===== src/rtl/dcp_atmos_light_ctrl_if.sv =====
`default_nettype none
// ============================================================================
//  Module      : dcp_atmos_light_ctrl_if
//  Description : Bundle of the frame-control signals of the atmospheric-light
//                controller. The master side is the video source / host: it
//                drives enable, vsync and the dark-channel pixel stream. The
//                slave side is the controller, which returns the
//                atmospheric-light register and its status.
//  Signals     : i_enable      controller enable
//                i_vsync       active-high vertical blanking
//                i_data_valid  dark-channel pixel valid
//                i_dark[7:0]   dark-channel pixel value
//                o_dark_max    registered atmospheric light
//                o_update      one-cycle load pulse
//                o_frame_cnt   completed-frame counter
//                o_timeout     vsync watchdog expired
//  Revision    : 1.0 - initial release
// ============================================================================
interface dcp_atmos_light_ctrl_if;
   logic        i_enable;
   logic        i_vsync;
   logic        i_data_valid;
   logic [7:0]  i_dark;
   logic [7:0]  o_dark_max;
   logic        o_update;
   logic [15:0] o_frame_cnt;
   logic        o_timeout;

   modport master (
      output i_enable, i_vsync, i_data_valid, i_dark,
      input  o_dark_max, o_update, o_frame_cnt, o_timeout
   );

   modport slave (
      input  i_enable, i_vsync, i_data_valid, i_dark,
      output o_dark_max, o_update, o_frame_cnt, o_timeout
   );
endinterface
`default_nettype wire


===== src/rtl/dcp_atmos_light_ctrl.sv =====
`default_nettype none
// ============================================================================
//  Module      : dcp_atmos_light_ctrl
//  Description : Frame-level atmospheric-light controller for a dark-channel
//                prior defogging datapath. Tracks the maximum dark-channel
//                value of each frame, qualifies it (minimum pixel count,
//                MIN_A floor, optional IIR smoothing) and loads it into
//                o_dark_max only at frame boundaries. A vsync watchdog falls
//                back to DEFAULT_A when vsync disappears.
//  Ports       : pixelclk   pixel clock
//                reset_n    asynchronous active-low reset
//                bus        dcp_atmos_light_ctrl_if.slave (enable, vsync,
//                           pixel stream in; dark_max, update, frame count,
//                           timeout out)
//  Options     : DCP_AL_SMOOTH_EN - when defined, each accepted frame result
//                is blended into o_dark_max with a 1/2^SMOOTH_K IIR.
//  Revision    : 1.0 - initial release
// ============================================================================
module dcp_atmos_light_ctrl #(
   parameter logic [7:0] DEFAULT_A = 8'd220,
   parameter logic [7:0] MIN_A     = 8'd100,
   parameter int         MIN_PIX   = 16,
   parameter int         PIX_W     = 22,
   parameter int         TIMEOUT_W = 24,
   parameter int         SMOOTH_K  = 2
) (
   input  wire                      pixelclk,
   input  wire                      reset_n,
   dcp_atmos_light_ctrl_if.slave    bus
);

   localparam logic [1:0] c_IDLE   = 2'd0;
   localparam logic [1:0] c_ACCUM  = 2'd1;
   localparam logic [1:0] c_UPDATE = 2'd2;

   localparam logic [PIX_W-1:0]     c_PIX_MAX = {PIX_W{1'b1}};
   localparam logic [PIX_W-1:0]     c_MIN_PIX = PIX_W'(MIN_PIX);
   localparam logic [TIMEOUT_W-1:0] c_WD_MAX  = {TIMEOUT_W{1'b1}};
   localparam logic [TIMEOUT_W-1:0] c_WD_PRE  = c_WD_MAX - 1'b1;

   logic [1:0]           r_state;
   logic                 r_vsync_d;
   logic [7:0]           r_acc_max;
   logic [PIX_W-1:0]     r_acc_pix;
   logic [7:0]           r_frm_max;
   logic [PIX_W-1:0]     r_frm_pix;
   logic [TIMEOUT_W-1:0] r_wdog;
   logic                 r_ld_pend;
   logic [7:0]           r_ld_val;
   logic [7:0]           r_dark_max;
   logic                 r_update;
   logic [15:0]          r_frame_cnt;
   logic                 r_timeout;

   logic                 w_rise;
   logic                 w_qual;
   logic                 w_wd_fire;
   logic [7:0]           w_cand;
   logic [7:0]           w_filt;

   assign w_rise = bus.i_vsync & ~r_vsync_d;
   // Pixels seen during blanking or while the controller is idle/disabled
   // never reach the accumulators.
   assign w_qual = bus.i_data_valid & ~bus.i_vsync & (r_state != c_IDLE) & bus.i_enable;
   // Fires exactly once, on the edge where the watchdog reaches all-ones;
   // a coincident rise wins because it restarts the watchdog.
   assign w_wd_fire = ~w_rise & (r_wdog == c_WD_PRE);
   assign w_cand = (r_frm_max < MIN_A) ? MIN_A : r_frm_max;

`ifdef DCP_AL_SMOOTH_EN
   logic [8+SMOOTH_K:0] w_mix;
   // Largest value is 255*2^K, which fits below 2^(8+K), so the shifted
   // result always fits in 8 bits.
   assign w_mix  = (9+SMOOTH_K)'(r_dark_max) * (9+SMOOTH_K)'((1 << SMOOTH_K) - 1)
                 + (9+SMOOTH_K)'(w_cand);
   assign w_filt = w_mix[SMOOTH_K +: 8];
`else
   assign w_filt = w_cand;
`endif

   always_ff @(posedge pixelclk or negedge reset_n) begin
      if (!reset_n) begin
         r_vsync_d <= 1'b0;
         r_wdog    <= '0;
      end else begin
         r_vsync_d <= bus.i_vsync;
         if (w_rise)
            r_wdog <= '0;
         else if (r_wdog != c_WD_MAX)
            r_wdog <= r_wdog + 1'b1;
      end
   end

   always_ff @(posedge pixelclk or negedge reset_n) begin
      if (!reset_n) begin
         r_state     <= c_IDLE;
         r_acc_max   <= '0;
         r_acc_pix   <= '0;
         r_frm_max   <= '0;
         r_frm_pix   <= '0;
         r_ld_pend   <= 1'b0;
         r_ld_val    <= '0;
         r_dark_max  <= DEFAULT_A;
         r_update    <= 1'b0;
         r_frame_cnt <= '0;
         r_timeout   <= 1'b0;
      end else begin
         r_update <= 1'b0;
         if (w_wd_fire) begin
            r_timeout  <= 1'b1;
            r_dark_max <= DEFAULT_A;
            r_state    <= c_IDLE;
            r_acc_max  <= '0;
            r_acc_pix  <= '0;
            r_ld_pend  <= 1'b0;
         end else if (!bus.i_enable) begin
            r_state   <= c_IDLE;
            r_acc_max <= '0;
            r_acc_pix <= '0;
            r_ld_pend <= 1'b0;
         end else begin
            if (w_rise)
               r_timeout <= 1'b0;

            if (w_qual) begin
               if (bus.i_dark > r_acc_max)
                  r_acc_max <= bus.i_dark;
               if (r_acc_pix != c_PIX_MAX)
                  r_acc_pix <= r_acc_pix + 1'b1;
            end

            // Second pipeline stage: the result computed in UPDATE is
            // committed one cycle later, giving a two-cycle rise-to-output
            // latency identical in both builds.
            if (r_ld_pend) begin
               r_dark_max <= r_ld_val;
               r_update   <= 1'b1;
               r_ld_pend  <= 1'b0;
            end

            case (r_state)
               c_IDLE: begin
                  if (w_rise) begin
                     r_state   <= c_ACCUM;
                     r_acc_max <= '0;
                     r_acc_pix <= '0;
                  end
               end
               c_ACCUM: begin
                  if (w_rise) begin
                     r_frm_max <= r_acc_max;
                     r_frm_pix <= r_acc_pix;
                     r_acc_max <= '0;
                     r_acc_pix <= '0;
                     r_state   <= c_UPDATE;
                  end
               end
               c_UPDATE: begin
                  r_state     <= c_ACCUM;
                  r_frame_cnt <= r_frame_cnt + 1'b1;
                  if (r_frm_pix >= c_MIN_PIX) begin
                     r_ld_val  <= w_filt;
                     r_ld_pend <= 1'b1;
                  end
               end
               default: r_state <= c_IDLE;
            endcase
         end
      end
   end

   assign bus.o_dark_max  = r_dark_max;
   assign bus.o_update    = r_update;
   assign bus.o_frame_cnt = r_frame_cnt;
   assign bus.o_timeout   = r_timeout;

endmodule
`default_nettype wire


===== src/flat_wrapper.sv =====
// flat-port wrapper written by rule: the top's interface ports become plain ports
module dcp_atmos_light_ctrl_flat 
#(
   parameter logic [7:0] DEFAULT_A = 8'd220,
   parameter logic [7:0] MIN_A     = 8'd100,
   parameter int         MIN_PIX   = 16,
   parameter int         PIX_W     = 22,
   parameter int         TIMEOUT_W = 24,
   parameter int         SMOOTH_K  = 2
)
  (pixelclk, reset_n, bus_i_enable, bus_i_vsync, bus_i_data_valid, bus_i_dark, bus_o_dark_max, bus_o_update, bus_o_frame_cnt, bus_o_timeout);
  dcp_atmos_light_ctrl_if bus_i ();
  input  wire pixelclk;
  input  wire reset_n;
  input wire logic [$bits(bus_i.i_enable)-1:0] bus_i_enable;
  input wire logic [$bits(bus_i.i_vsync)-1:0] bus_i_vsync;
  input wire logic [$bits(bus_i.i_data_valid)-1:0] bus_i_data_valid;
  input wire logic [$bits(bus_i.i_dark)-1:0] bus_i_dark;
  output wire logic [$bits(bus_i.o_dark_max)-1:0] bus_o_dark_max;
  output wire logic [$bits(bus_i.o_update)-1:0] bus_o_update;
  output wire logic [$bits(bus_i.o_frame_cnt)-1:0] bus_o_frame_cnt;
  output wire logic [$bits(bus_i.o_timeout)-1:0] bus_o_timeout;
  assign bus_i.i_enable = bus_i_enable;
  assign bus_i.i_vsync = bus_i_vsync;
  assign bus_i.i_data_valid = bus_i_data_valid;
  assign bus_i.i_dark = bus_i_dark;
  assign bus_o_dark_max = bus_i.o_dark_max;
  assign bus_o_update = bus_i.o_update;
  assign bus_o_frame_cnt = bus_i.o_frame_cnt;
  assign bus_o_timeout = bus_i.o_timeout;
  dcp_atmos_light_ctrl #(.DEFAULT_A(DEFAULT_A), .MIN_A(MIN_A), .MIN_PIX(MIN_PIX), .PIX_W(PIX_W), .TIMEOUT_W(TIMEOUT_W), .SMOOTH_K(SMOOTH_K)) u_core (.pixelclk(pixelclk), .reset_n(reset_n), .bus(bus_i));
endmodule

===== config.mk =====
export PLATFORM = sky130hd
export DESIGN_NAME = dcp_atmos_light_ctrl_flat
export DESIGN_NICKNAME = d
export VERILOG_FILES = /design/src/rtl/dcp_atmos_light_ctrl_if.sv /design/src/rtl/dcp_atmos_light_ctrl.sv /design/src/flat_wrapper.sv
export SDC_FILE = /design/constraint.sdc
export NUM_CORES = 1
export LEC_CHECK = 0
export CORE_AREA = 8 8 140 142
export CTS_BUF_LIST = sky130_fd_sc_hd__clkbuf_2 sky130_fd_sc_hd__clkbuf_4 sky130_fd_sc_hd__clkbuf_8
export DETAILED_ROUTE_END_ITERATION = 8
export DIE_AREA = 0 0 148 150
export PLACE_DENSITY = 0.59
export SLEW_MARGIN = 20
export SYNTH_ARGS = -nofsm -noshare
export SYNTH_HDL_FRONTEND = slang
export SYNTH_SLANG_ARGS = --single-unit

===== constraint.sdc =====
create_clock -name pixelclk -period 5.6 [get_ports pixelclk]
set_input_delay 1.12 -clock pixelclk [delete_from_list [all_inputs] [get_ports pixelclk]]
set_output_delay 1.12 -clock pixelclk [all_outputs]
set_load 0.01 [all_outputs]

==> summary.md <==
| Metric | Value |
|---|---|
| Status | `finished, final reports clean` |
| Compound-Gate Fraction of Synth Area | `11.8%` |
| CTS Buffer Depth | `2` |
| Post-CTS sizing | `0` |
| DRC Markers | `0` |
| Largest family of logic cells by synthesized area | `simple AND/OR/NAND/NOR gates` |
| Worst Tran Pin Value | `1000 ps` |
| Hold Path Depth | `1` |
| CTS root buf | `clkbuf_8` |
| Tcrit/Tclk final | `68.1%` |
| TritonCTS clock tree | `yes` |
| Sequential area share after synthesis | `50.0%` |
| Setup bufs post-CTS | `0` |
| H-tree depth | `4` |
| Max VDD drop | `110 µV` |
| Crit Path Class | `input pin to register` |
| # setup viols final | `0` |
| FF+latch count, synth | `118` |
| Crit. End Element | `register` |
| First-pass GRT wire length | `23,000 µm` |
| Area grow syn2layout | `17.1%` |
| Synth Cell Area | `5920 µm²` |
| Placeable Area | `17,500 µm²` |
| DR pass1 iterations | `4` |
| Crit path arrival time | `4140 ps` |
| Initial antenna violation count | `0` |
| Xor and xnor area share after synthesis | `6.95%` |
| Routability congestion estimate | `0.811` |
| GRT Util Overall | `12.8%` |
| Row count | `49` |
| Pwr Density | `272 nW/µm²` |
| Drt wl/cell | `15.9 µm` |
| CP Max Fanout | `27` |
| Slew Limit Headroom | `33.1%` |
| Num ports | `39` |
| TritonCTS Buffers | `17` |
| PortBufs | `38` |
| Clock latency on the worst-skew pair | `440 ps` |
| Netlist cell types | `52` |
| Vias post-DR | `4,426` |
| Final net count | `630` |
| Routed wire length | `13,500 µm` |
| Final TNS setup | `0 ps` |
| Syn nets | `594` |
| Leak | `2.93 nW` |
| Clock transition at path regs | `70 ps` |
| Post-detail-place hpwl | `9340 µm` |
| Post-route ant nets | `0` |
| Crit start category | `input pin` |
| Worst EP required | `5920 ps` |
| Largest net degree at the start of global routing | `84` |
| Fin Clk Skew | `16.0 ps` |
| Routed vias/inst | `5.23` |
| Sink Count | `118` |
| Slew Limit Fails | `0` |
| GRT overflow | `0` |
| Chip Width | `148 µm` |
| Syn_area_per_cell | `10.4 µm²` |
| Synthesized instance count | `569` |
| Final count of hold timing violations | `0` |
| Die Area | `22,200 µm²` |
| Die height | `150 µm` |
| Post-synth ARST share | `100%` |
| Initial drt markers | `309` |
| Layout cell share with drive strength beyond 1 | `13.3%` |
| Tot Pwr | `1.88 mW` |
| Mux share of post-synthesis cell area | `7.33%` |
| Commonest non-fill, non-tap cell in the layout | `dfrtp_1` |
| Final Util | `39.5%` |
| Initial cell density of the core | `33.8%` |
| Number of synthesis warnings | `0` |
| Vias in the first global route | `4,540` |
| Antenna cells | `0` |
| EDFF count, synth | `0` |
| Unrepaired setup endpoints after global routing | `false` |
| Post-Synth Adder-Cell Area | `2.54%` |
| Reg2reg path depth | `5` |
| Ys flop type | `dfrtp_1` |
| Fillers | `1,749` |
| Simple-Gate Fraction of Synth Area | `18.2%` |
| Worst Hold Class | `register to register` |
| FMAX | `262 MHz` |
| Max_cap viols | `0` |
| Hold_buf cts | `0` |
| Final Critical Period | `3810 ps` |
| Most frequent cells in the layout | `dfrtp_1 (113), nor2_1 (54), nand2_1 (40), clkdlybuf4s50_1 (37), a21oi_1 (36)` |
## metal layers
| layer | global-route usage [%] | share of wire [%] | routed length, µm |
|---|---|---|---|
| met5 | 0 | 0 | 0 |
| met4 | 5.56 | 0.51 | 69 |
| met3 | 3.08 | 3.6 | 489 |
| met2 | 20.3 | 50 | 6730 |
| met1 | 16.3 | 46 | 6180 |
## report_power, final
part           leakage [nW]  total [mW]  internal (mW)  switching [mW]
registers              1.60       0.895          0.870          0.0246
logic                  1.10       0.117         0.0423          0.0749
clock network         0.230       0.872          0.533           0.339
## worst paths after layout
check	to	start	slack [ps]
worst max-delay path	u_core.r_acc_pix[20]	bus_i_vsync	1790
worst min-delay path	u_core.bus.o_frame_cnt[15]	u_core.bus.o_frame_cnt[15]	470
worst max register to register	u_core.r_acc_pix[20]	u_core.r_vsync_d	2730
worst min register to register	u_core.bus.o_frame_cnt[15]	u_core.bus.o_frame_cnt[15]	470
max in group asynchronous	u_core.bus.o_dark_max[4]	reset_n	3890
min in group asynchronous	u_core.r_wdog[21]	reset_n	730
## layout make-up
type                            instances  area, µm²  area share, %
Clock buffer                           23        298           4.30
Clock inverter                          9        148           2.13
Inverter                               20       75.1           1.08
Multi-Input combinational cell        409       2770           40.0
Sequential cell                       118       2960           42.7
Tap cell                              229        287           4.14
Timing Repair Buffer                   39        389           5.62
## metrics by stage
step | hold WS (ps) | cells | area, µm² | setup WS, ps
detailed placement | 464 | 815 | 6480 | 1330
CTS | 478 | 847 | 6920 | 1790
global placement | 462 | 815 | 6480 | 1430
floorplan | 472 | 569 | 5920 | 2990
global route | 511 | 847 | 6930 | 1510
finish | 472 | 847 | 6930 | 1790
## critical path, cell delays in order
cell	delay, ps
clkdlybuf4s50_1	630
and2b_1	750
nor3_2	170
and3_1	340
or3_1	760
a211oi_1	360
## synth_stat cells, types with 2 or more instances
master / count / area share, %
nor2_1: 54 / 3.4
ha_1: 12 / 2.5
inv_1: 20 / 1.3
and3_1: 10 / 1.1
a31oi_1: 9 / 0.95
and2_1: 7 / 0.74
o2111ai_1: 4 / 0.59
o21ai_0: 12 / 1.0
o21ai_1: 2 / 0.17
nand2b_1: 7 / 0.74
nor2b_1: 3 / 0.32
or2_2: 2 / 0.21
and4_1: 8 / 1.2
nor3_1: 8 / 0.68
xnor2_1: 33 / 4.9
nand4_1: 20 / 2.1
mux2_2: 26 / 4.9
buf_2: 7 / 0.59
nor3_4: 2 / 0.55
nand2_1: 40 / 2.5
o21a_1: 3 / 0.38
a21o_1: 2 / 0.25
a2111oi_0: 2 / 0.30
nor4_1: 7 / 0.74
nand3_1: 25 / 2.1
buf_4: 3 / 0.38
buf_6: 2 / 0.38
mux2_4: 4 / 1.0
a211oi_1: 12 / 1.5
dfstp_2: 5 / 2.2
mux2i_1: 7 / 1.2
or3_1: 7 / 0.74
a21oi_1: 36 / 3.0
dfrtp_1: 113 / 48
clkbuf_1: 9 / 0.57
o211ai_1: 15 / 1.9
a2111oi_2: 3 / 0.76
xor2_1: 14 / 2.1
## state kept, by name, indices dropped and copies added (netlist names)
name	flops
u_core.r_wdog	24
u_core.r_acc_pix	22
u_core.r_frm_pix	18
u_core.bus.o_frame_cnt	16
u_core.bus.o_dark_max	8
u_core.r_acc_max	8
u_core.r_frm_max	8
u_core.r_ld_val	8
u_core.r_state	2
u_core.bus.o_timeout	1
u_core.bus.o_update	1
u_core.r_ld_pend	1
u_core.r_vsync_d	1
## cells by family after synthesis
logic type,after synthesis
compound gates,105
simple gates,207
fa+ha+maj,12
flops,118
buf+inv,42
xor+xnor,47
mux,38
No activity file was read; power rests on OpenSTA's default activity.
